===== config.mk =====
export PLATFORM = sky130hd
export DESIGN_NAME = full_adder_4bit
export DESIGN_NICKNAME = d
export VERILOG_FILES = /design/src/rtl/full_adder_4bit.sv
export SDC_FILE = /design/constraint.sdc
export NUM_CORES = 1
export LEC_CHECK = 0
export CAP_MARGIN = 10
export CORE_AREA = 2 2 39 41
export CTS_BUF_LIST = sky130_fd_sc_hd__clkbuf_16
export DETAILED_ROUTE_END_ITERATION = 7
export DIE_AREA = 0 0 41 43
export GPL_TIMING_DRIVEN = 1
export PLACE_DENSITY = 0.68
export SETUP_SLACK_MARGIN = 0.3
export SKIP_LAST_GASP = 1
export SLEW_MARGIN = 10
export SYNTH_ARGS = -nofsm -noshare
export SYNTH_HDL_FRONTEND = slang
export SYNTH_SLANG_ARGS = --single-unit

===== constraint.sdc =====
create_clock -name clk -period 0.8 [get_ports clk]
set_input_delay 0.16 -clock clk [delete_from_list [all_inputs] [get_ports clk]]
set_output_delay 0.16 -clock clk [all_outputs]
set_load 0.01 [all_outputs]

===== src/rtl/full_adder_4bit.sv =====
// Registered ripple-carry adder of two WIDTH-bit operands plus carry-in, with zero/overflow flags.
// Latency: one clk from an en=1 edge to s/cout/zero/ovf with a one-cycle valid pulse.
// Backpressure: none; a new operand set is accepted on every en=1 edge.

module full_adder_cell (
    input  logic a,
    input  logic b,
    input  logic ci,
    output logic s,
    output logic co
);
    assign s  = a ^ b ^ ci;
    assign co = (a & b) | (ci & (a ^ b));
endmodule

module full_adder_4bit #(
    parameter int WIDTH = 4
) (
    input  logic             clk,
    input  logic             reset,
    input  logic             en,
    input  logic [WIDTH-1:0] a,
    input  logic [WIDTH-1:0] b,
    input  logic             cin,
    output logic [WIDTH-1:0] s,
    output logic             cout,
    output logic             valid,
    output logic             zero,
    output logic             ovf
);
    logic [WIDTH:0]   carry;
    logic [WIDTH-1:0] sum;

    assign carry[0] = cin;

    for (genvar i = 0; i < WIDTH; i++) begin : g_chain
        full_adder_cell u_cell (
            .a  (a[i]),
            .b  (b[i]),
            .ci (carry[i]),
            .s  (sum[i]),
            .co (carry[i+1])
        );
    end

    // Result registers only load on en, so idle-cycle input activity (including X) never reaches the outputs.
    always_ff @(posedge clk or posedge reset) begin
        if (reset) begin
            s     <= '0;
            cout  <= 1'b0;
            zero  <= 1'b1;
            ovf   <= 1'b0;
            valid <= 1'b0;
        end else begin
            valid <= en;
            if (en) begin
                s    <= sum;
                cout <= carry[WIDTH];
                zero <= (sum == '0);
                ovf  <= carry[WIDTH] ^ carry[WIDTH-1];
            end
        end
    end
endmodule


======== Yosys cells after proc, flatten, opt, wreduce, memory -nomap -nowiden ========
Index checks and enable logic that the tools add are counted.
operators by class
  bitwise gates (word level) .............. 21
  reductions and logical operators ........ 1
operators with widths
  kind               count
  XOR 1 bit          9
  bitwise AND 1 bit  8
  zero test 4 bit    1
  OR 1 bit           4
word-level totals
  register bits ........................... 8
  input port bits ......................... 12
  logic and storage cells ................. 27

======== Longest topological paths before layout ========
Gate-level depths: netlist of the first run.
  depth after elaboration ................. 10
  depth in mapped cells ................... 7

======== Cells and area by module ========
Synthesis of the first run repeated with hierarchy kept, for this count alone.
unflattened totals
  cell total of the unflattened synthesis .. 24
  area, all modules ....................... 416.6 um^2
by module, submodules not included
  module           times used  cells an instance  area each (um^2)  sequential area each (um^2)
  full_adder_4bit  1           20                 336.6             201.4
  full_adder_cell  4           1                  20.0              0.0

======== Worst setup path before layout of the first run ========
OpenSTA, ideal clock, no wires.
  path type ............................... input port to flip-flop
  start point ............................. input a[0]
  end point ............................... register zero
  arrival ................................. 2.246 ns
  setup slack ............................. -1.528 ns
  stages on the path ...................... 7
  path through ............................ fa_1 -> fa_1 -> fa_1 -> inv_1 -> fa_1 -> nor4b_2 -> mux2_4
between the ends
  cells in the longest elaborated chain, start to end .. 9
  elaborated cells on any way between the ends .. 13
  classes of those cells .................. bitwise (12); reduce/logical (1)
RTL lines
  what                  RTL line  source
  start, declared       22        input logic [WIDTH-1:0] a,
  XOR 1 bit             12, 13
  bitwise AND 1 bit     13        assign co = (a & b) | (ci & (a ^ b));
  OR 1 bit              13
  bitwise AND 1 bit     13
  OR 1 bit              13
  bitwise AND 1 bit     13
  OR 1 bit              13
  XOR 1 bit             12        assign s = a ^ b ^ ci;
  zero test 4 bit *     59        zero <= (sum == '0);
  end signal, assigned  59
  end, declared         28        output logic zero,
Mark *: on every way between the ends. The rest lies on a longest branch, timed or not.
A chain may end at the register's enable or synchronous reset.

======== Worst setup path in the final report of the first run ========
  start point ............................. input cin
  end point ............................... register zero
between the ends
  cells in the longest elaborated chain, start to end .. 8
  elaborated cells on any way between the ends .. 11
  classes of those cells .................. bitwise (10); reduce/logical (1)
RTL lines
  what               RTL line  source
  start, declared    24        input logic cin,
  bitwise AND 1 bit  13
  OR 1 bit           13
  bitwise AND 1 bit  13
  OR 1 bit           13
  bitwise AND 1 bit  13
  OR 1 bit           13
  XOR 1 bit          12
  zero test 4 bit *  59
Marks and branches as above.

==> impl_metrics.py, run 1 <==
metrics = {
    "status": {
        "status": "finished with violations",
        "violations": "negative setup slack",
    },
    "finish": {
        "synthToLayoutAreaGrowth_pct": 77.8,
        "layout-drive-gt1-share_pct": 59.0,
        "nets": 78,
        "fill_cells": 111,
        "fin_cells": 77,
        "diodes": 0,
        "postLayoutCellArea_sq_um": 763,
    },
    "drt": {
        "detail-route-antenna-nets": 0,
        "vias": 307,
        "drt_iter0_markers": 0,
        "drc": 0,
        "drt-total-wl_um": 787,
        "routedWlPerCell_um": 10.2,
        "viasPerCell": 3.99,
        "dr.pass1.iters": 1,
    },
    "place": {
        "dp_hpwl_um": 615,
        "port_buffers": 19,
        "placedCellCount": 68,
        "gp_congestion": 0.693,
        "post_dp_cell_area_sq_um": 693,
    },
    "synthesis": {
        "synth_edf_count": 0,
        "ys_seq_elements": 8,
        "synth_area_sq_um": 429,
        "synth_fa_ha_area_share_pct": 18.7,
        "avgSynthCellArea_sq_um": 15.3,
        "yosysTopAreaCell": "dfrtp_1",
        "syn_nets": 44,
        "synth.yosys.seq_area_share_pct": 46.9,
        "synth_ff_type": "dfrtp_1",
        "yosys.area_share.simple_pct": 4.37,
        "synth_area_leaders": "dfrtp_1, fa_1, mux2_4, dfstp_2, inv_1",
        "synthMuxAreaShare_pct": 19.8,
        "synth_common_cells": "dfrtp_1, inv_1, mux2_4",
        "ys_types": 11,
        "async_flop_share_pct": 100,
        "synth_top_family_by_area": "multiplexers",
        "yosys_warnings": 0,
        "synth_cells": 28,
        "synth_top_area_share_pct": 40.8,
        "synth.most_common_cell": "dfrtp_1",
        "synth-xor-area-share_pct": 2.04,
        "synth_compound_area_share_pct": 1.17,
    },
    "setup_path": {
        "end_kind": "flip-flop",
        "arrival_ns": 2.24,
        "worstPathMaxFanout": 2,
        "critical_path_required_ns": 0.95,
        "path_class": "in -> reg",
        "start_kind": "primary input",
    },
    "clock_network": {
        "cts_made_buffers": 3,
        "cts_buffer_depth": 2,
        "clock_latency_ns": 0.23,
        "cts_tree": "done",
        "cts_hold_buffers": 0,
        "root_buffer": "clkbuf_16",
        "cts_max_level": 1,
        "clk_pin_slew_worst_paths_ns": 0.04,
        "clock_sinks": 8,
    },
    "floorplanning": {
        "die_y_um": 43,
        "rows": 14,
        "coreArea_sq_um": 1380,
        "start_util_pct": 31.0,
        "die_x_um": 41,
        "io_pins": 20,
        "dieArea_sq_um": 1760,
    },
    "power_and_ir_drop": {
        "combPwrFrac_pct": 26.6,
        "p_per_area_nw_per_um2": 2430,
        "p_switching_w": 0.000409,
        "clock_power_share_pct": 45.3,
        "intPower_w": 0.00145,
        "switching_share_pct": 22.0,
        "power.total_w": 0.00186,
        "irDropWorstVdd_mv": 0.820,
        "seqPwrFrac_pct": 28.1,
        "cellLeakagePower_nw": 0.381,
    },
    "sta": {
        "skew_ns": 0,
        "tightest_slew_ns": 0.187,
        "max-slew-margin-rel_pct": 87.5,
        "fin_ws_ns": -1.28,
        "finalCritPeriodShare_pct": 260,
        "finalMaxSlewViolations": 0,
        "min_period_ns": 2.08,
        "max_freq_ghz": 0.480,
        "hold_viol": 0,
        "setup-violations-final": 15,
        "whs_ns": 0.231,
        "rsz0062_at_grt": "true",
    },
    "global_routing": {
        "grt_max_degree": 10,
        "grt_use_met2_pct": 15.9,
        "grt_use_met3_pct": 0,
        "grt_overflow_total": 0,
        "grt_pass1_wl_um": 1290,
        "first_global_vias": 329,
        "use_met1_pct": 14.4,
        "top_usage_layer": "met2",
        "antenna_found_initial": 0,
        "track_usage_pct": 11.4,
    },
    "job": {
        "cap_violations": 0,
    },
    "worst_hold_path": {
        "hold_path.class": "in -> async",
    },
}
[cell type report]
type                       count  area [sq um]  area share [%]
multi-input combinational     14           205            26.9
inverter                       5          18.8            2.46
timing repair buffer          30           239            31.3
clock buffer                   3          75.1            9.84
tap                           16          20.0            2.62
sequential                     8           201            26.4
clock inverter                 1          3.75           0.492
[critical path, stage by stage]
cell and delay, ns:
buf_6 0.09, fa_2 0.38, fa_2 0.35, fa_2 0.35, inv_2 0.07, fa_1 0.42, nor4b_2 0.17, mux2_4 0.25
[routing by layer]
| metal | part of all wire [%] | up-vias |
|---|---|---|
| li1 | - | 152 |
| met1 | 41 | 144 |
| met2 | 54 | 11 |
| met3 | 4.8 | 0 |
| met4 | 0 | 0 |
| met5 | 0 | - |
[flip-flops by register name, indices dropped and copies added (netlist names)]
register and flops:
valid 1, ovf 1, zero 1, cout 1
s 4
[cell usage in the layout (no fill, tap or decap), drive strengths merged, types with 3 or more instances in the layout]
cell,count
buf,22
dfrtp,7
inv,6
mux2,5
clkdlybuf4s50,5
fa,4
clkbuf,3
dlygate4sd2,3
[power groups by stage]
stage	clock (W)	sequential, W	combinational (W)
finish	0.000841	0.000521	0.000493
global route	0.000885	0.000529	0.000541
CTS	0.000860	0.000523	0.000465
detailed placement	0	0.000530	0.000497
global placement	0	0.000529	0.000494
floorplan	0	0.000559	0.000195
[per-stage QoR]
| step | setup WS [ns] | utilization (%) | setup TNS [ns] |
|---|---|---|---|
| 6_report | -1.28 | 55.2 | -6.30 |
| 5_1_grt | -1.35 | 55.2 | -6.84 |
| 4_1_cts | -1.29 | 53.5 | -6.43 |
| 3_5_place_dp | -1.95 | 50.1 | -12.07 |
| 2_1_floorplan | -1.43 | - | -6.36 |
| 3_3_place_gp | -1.94 | 50.1 | -11.96 |
[kinds of logic after synthesis]
group | after synthesis
flip-flops | 8
adder cells (fa/ha/maj) | 4
AO/OA/AOI/OAI | 1
multiplexers | 6
XOR/XNOR | 1
AND/OR/NAND/NOR | 2
buffers and inverters | 6
[repair_timing]
item                       CTS  global route
setup buffers                2             3
gates cloned                 0             0
gates resized for setup     49             0
pin swaps                    4             0
setup endpoints to repair   16            15
[final timing paths]
check	depth (start not counted)	endpoint	from	slack [ns]
hold reg to reg	1	ovf$_DFFE_PP0P_	ovf$_DFFE_PP0P_	0.53
hold / removal	3	ovf$_DFFE_PP0P_	reset	0.23
max in group asynchronous	3	s[2]$_DFFE_PP0P_	reset	0.46
min in group clk	2	valid$_DFF_PP0_	en	0.35
setup reg to reg	2	s[2]$_DFFE_PP0P_	s[2]$_DFFE_PP0P_	-0.08
setup / recovery	8	zero$_DFFE_PP1P_	cin	-1.28
No activity file was read; power rests on OpenSTA's default activity.
==> run 2, diff against run 1 <==
- ABC_AREA: default -> 1
- ABC_CLOCK_PERIOD_IN_PS: default -> 800
- PLACE_DENSITY: 0.68 -> 0.66
==> impl_metrics.py, run 2 <==
metrics = {
    "setup_path": {
        "end_kind": "flip-flop",
        "critical_path_required_ns": 0.95,
        "slowest_stage": "fa_2",
        "arrival_ns": 1.99,
        "start_kind": "primary input",
        "reg2reg_depth": 4,
        "worstPathMaxFanout": 2,
        "crit_path_frequent_cell": "fa_2",
        "crit_chain": "buf_6 > fa_2 > fa_2 > fa_2 > inv_2 > fa_2 > o21ai_1",
        "critPathMaxStageDelay_ns": 0.45,
        "r2r_slack_ns": -0.07,
        "path_class": "in -> reg",
    },
    "sta": {
        "fin_ws_ns": -1.04,
        "max-slew-margin-rel_pct": 90.2,
        "finalMaxSlewViolations": 0,
        "hold_viol": 0,
        "min_period_ns": 1.84,
        "tightest_slew_ns": 0.146,
        "skew_ns": 0,
        "rsz0062_at_grt": "true",
        "setup-violations-final": 14,
        "finalCritPeriodShare_pct": 229,
        "max_freq_ghz": 0.545,
    },
    "floorplanning": {
        "start_util_pct": 29.2,
        "coreArea_sq_um": 1380,
        "rows": 14,
        "die_y_um": 43,
        "die_x_um": 41,
        "dieArea_sq_um": 1760,
        "io_pins": 20,
    },
    "finish": {
        "diodes": 0,
        "final_cell_mix": "nand2_1, buf_4, dfrtp_1, buf_2",
        "mostFrequentLayoutCell": "nand2_1",
        "nets": 88,
        "largest_reg_flops": 4,
        "layout-drive-gt1-share_pct": 46.5,
        "postLayoutCellArea_sq_um": 743,
        "fin_cells": 87,
        "synthToLayoutAreaGrowth_pct": 83.9,
        "post-route-util_pct": 53.7,
        "largest_register": "s",
    },
    "drt": {
        "dr.pass1.iters": 4,
        "vias": 359,
        "viasPerCell": 4.13,
        "routedWlPerCell_um": 10.5,
        "drc": 0,
        "detail-route-antenna-nets": 0,
        "drt_iter0_markers": 5,
        "drt-total-wl_um": 911,
    },
    "clock_network": {
        "clk_pin_slew_worst_paths_ns": 0.04,
        "clock_latency_ns": 0.22,
        "cts_tree": "done",
        "cts_buffer_depth": 2,
        "cts_made_buffers": 3,
        "cts_max_level": 1,
        "clock_sinks": 8,
        "root_buffer": "clkbuf_16",
    },
    "global_routing": {
        "grt_pass1_wl_um": 1420,
        "grt_overflow_total": 0,
        "track_usage_pct": 12.4,
        "grt_max_degree": 10,
        "first_global_vias": 381,
        "antenna_found_initial": 0,
    },
    "synthesis": {
        "ys_types": 11,
        "synth_cells": 40,
        "synth_area_leaders": "dfrtp_1, fa_1, nand2_1, dfstp_2, inv_1",
        "synth_ff_type": "dfrtp_1",
        "yosys_warnings": 0,
        "synth_top_area_share_pct": 43.3,
        "synth.yosys.seq_area_share_pct": 49.8,
        "synth_common_cells": "nand2_1, dfrtp_1, inv_1",
        "ys_seq_elements": 8,
        "yosysTopAreaCell": "dfrtp_1",
        "syn_nets": 56,
        "synth_area_sq_um": 404,
        "synth.most_common_cell": "nand2_1",
        "async_flop_share_pct": 100,
        "avgSynthCellArea_sq_um": 10.1,
        "synth_edf_count": 0,
    },
    "place": {
        "placedCellCount": 81,
        "post_dp_cell_area_sq_um": 667,
        "gp_congestion": 0.653,
        "port_buffers": 19,
        "dp_hpwl_um": 697,
    },
    "status": {
        "status": "finished with violations",
        "violations": "negative setup slack",
    },
    "power_and_ir_drop": {
        "irDropWorstVdd_mv": 1.11,
        "cellLeakagePower_nw": 0.383,
        "p_per_area_nw_per_um2": 2340,
    },
    "worst_hold_path": {
        "hold_path.class": "in -> async",
    },
    "job": {
        "cap_violations": 0,
    },
}
-- run 2: cell type report --
cell class	count	area [sq um]
clock inverter	1	3.75
timing repair buffer	27	220
fill	131	641
sequential	8	201
clock buffer	3	75.1
multi-input combinational	26	198
inverter	6	25.0
tap	16	20.0
-- run 2: worst max-delay path: cells and delay by family --
| family | cells | cell delay, ns |
|---|---|---|
| buffers and inverters | 2 | 0.17 |
| AO/OA/AOI/OAI | 1 | 0.14 |
| adder cells (fa/ha/maj) | 4 | 1.51 |
-- run 2: per-stage QoR --
stage	hold WS (ns)	worst slack, ns	setup TNS [ns]	power [W]
after CTS	0.237	-1.02	-5.62	0.00173
after detailed placement	0.464	-1.70	-11.26	0.000916
after global placement	0.459	-1.66	-11.03	0.000910
after global routing	0.260	-1.09	-5.99	0.00183
final	0.240	-1.04	-5.53	0.00174
after floorplan	-0.0251	-1.17	-5.59	0.000666
-- run 2: layer usage --
layer | track usage [%] | share of wire (%) | wire length (um) | vias to the layer above
li1 | - | - | - | 180
met5 | 0 | 0 | 0 | -
met3 | 4.71 | 6.6 | 60 | 2
met1 | 11.1 | 38 | 346 | 166
met2 | 22.2 | 54 | 493 | 11
met4 | 6.00 | 1.1 | 10 | 0
-- run 2: final timing paths --
kind | from | to
setup / recovery | cin | s[3]$_DFFE_PP0P_
max in group asynchronous | reset | ovf$_DFFE_PP0P_
hold reg to reg | ovf$_DFFE_PP0P_ | ovf$_DFFE_PP0P_
hold / removal | reset | s[1]$_DFFE_PP0P_
setup reg to reg | s[3]$_DFFE_PP0P_ | s[3]$_DFFE_PP0P_
min in group clk | cin | s[0]$_DFFE_PP0P_
-- run 2: power breakdown --
group	internal (W)	switching, W	total (W)
logic	0.000230	0.000178	0.000409
clock network	0.000650	0.000184	0.000833
registers	0.000466	0.0000318	0.000498
total	0.00135	0.000394	0.00174
-- run 2: logic make-up after synthesis --
logic type,share of synthesized area [%]
and+or+nand+nor,22.3
DFF,49.8
buffers and inverters,5.57
adders and majority gates,19.8
AOI/OAI and AO/OA,2.48
-- run 2: repair_timing --
item	4_1_cts	5_1_grt
setup endpoints to repair	16	15
setup buffers	2	0
hold buffers	0	0
gates resized for setup	50	6
pin swaps	8	6
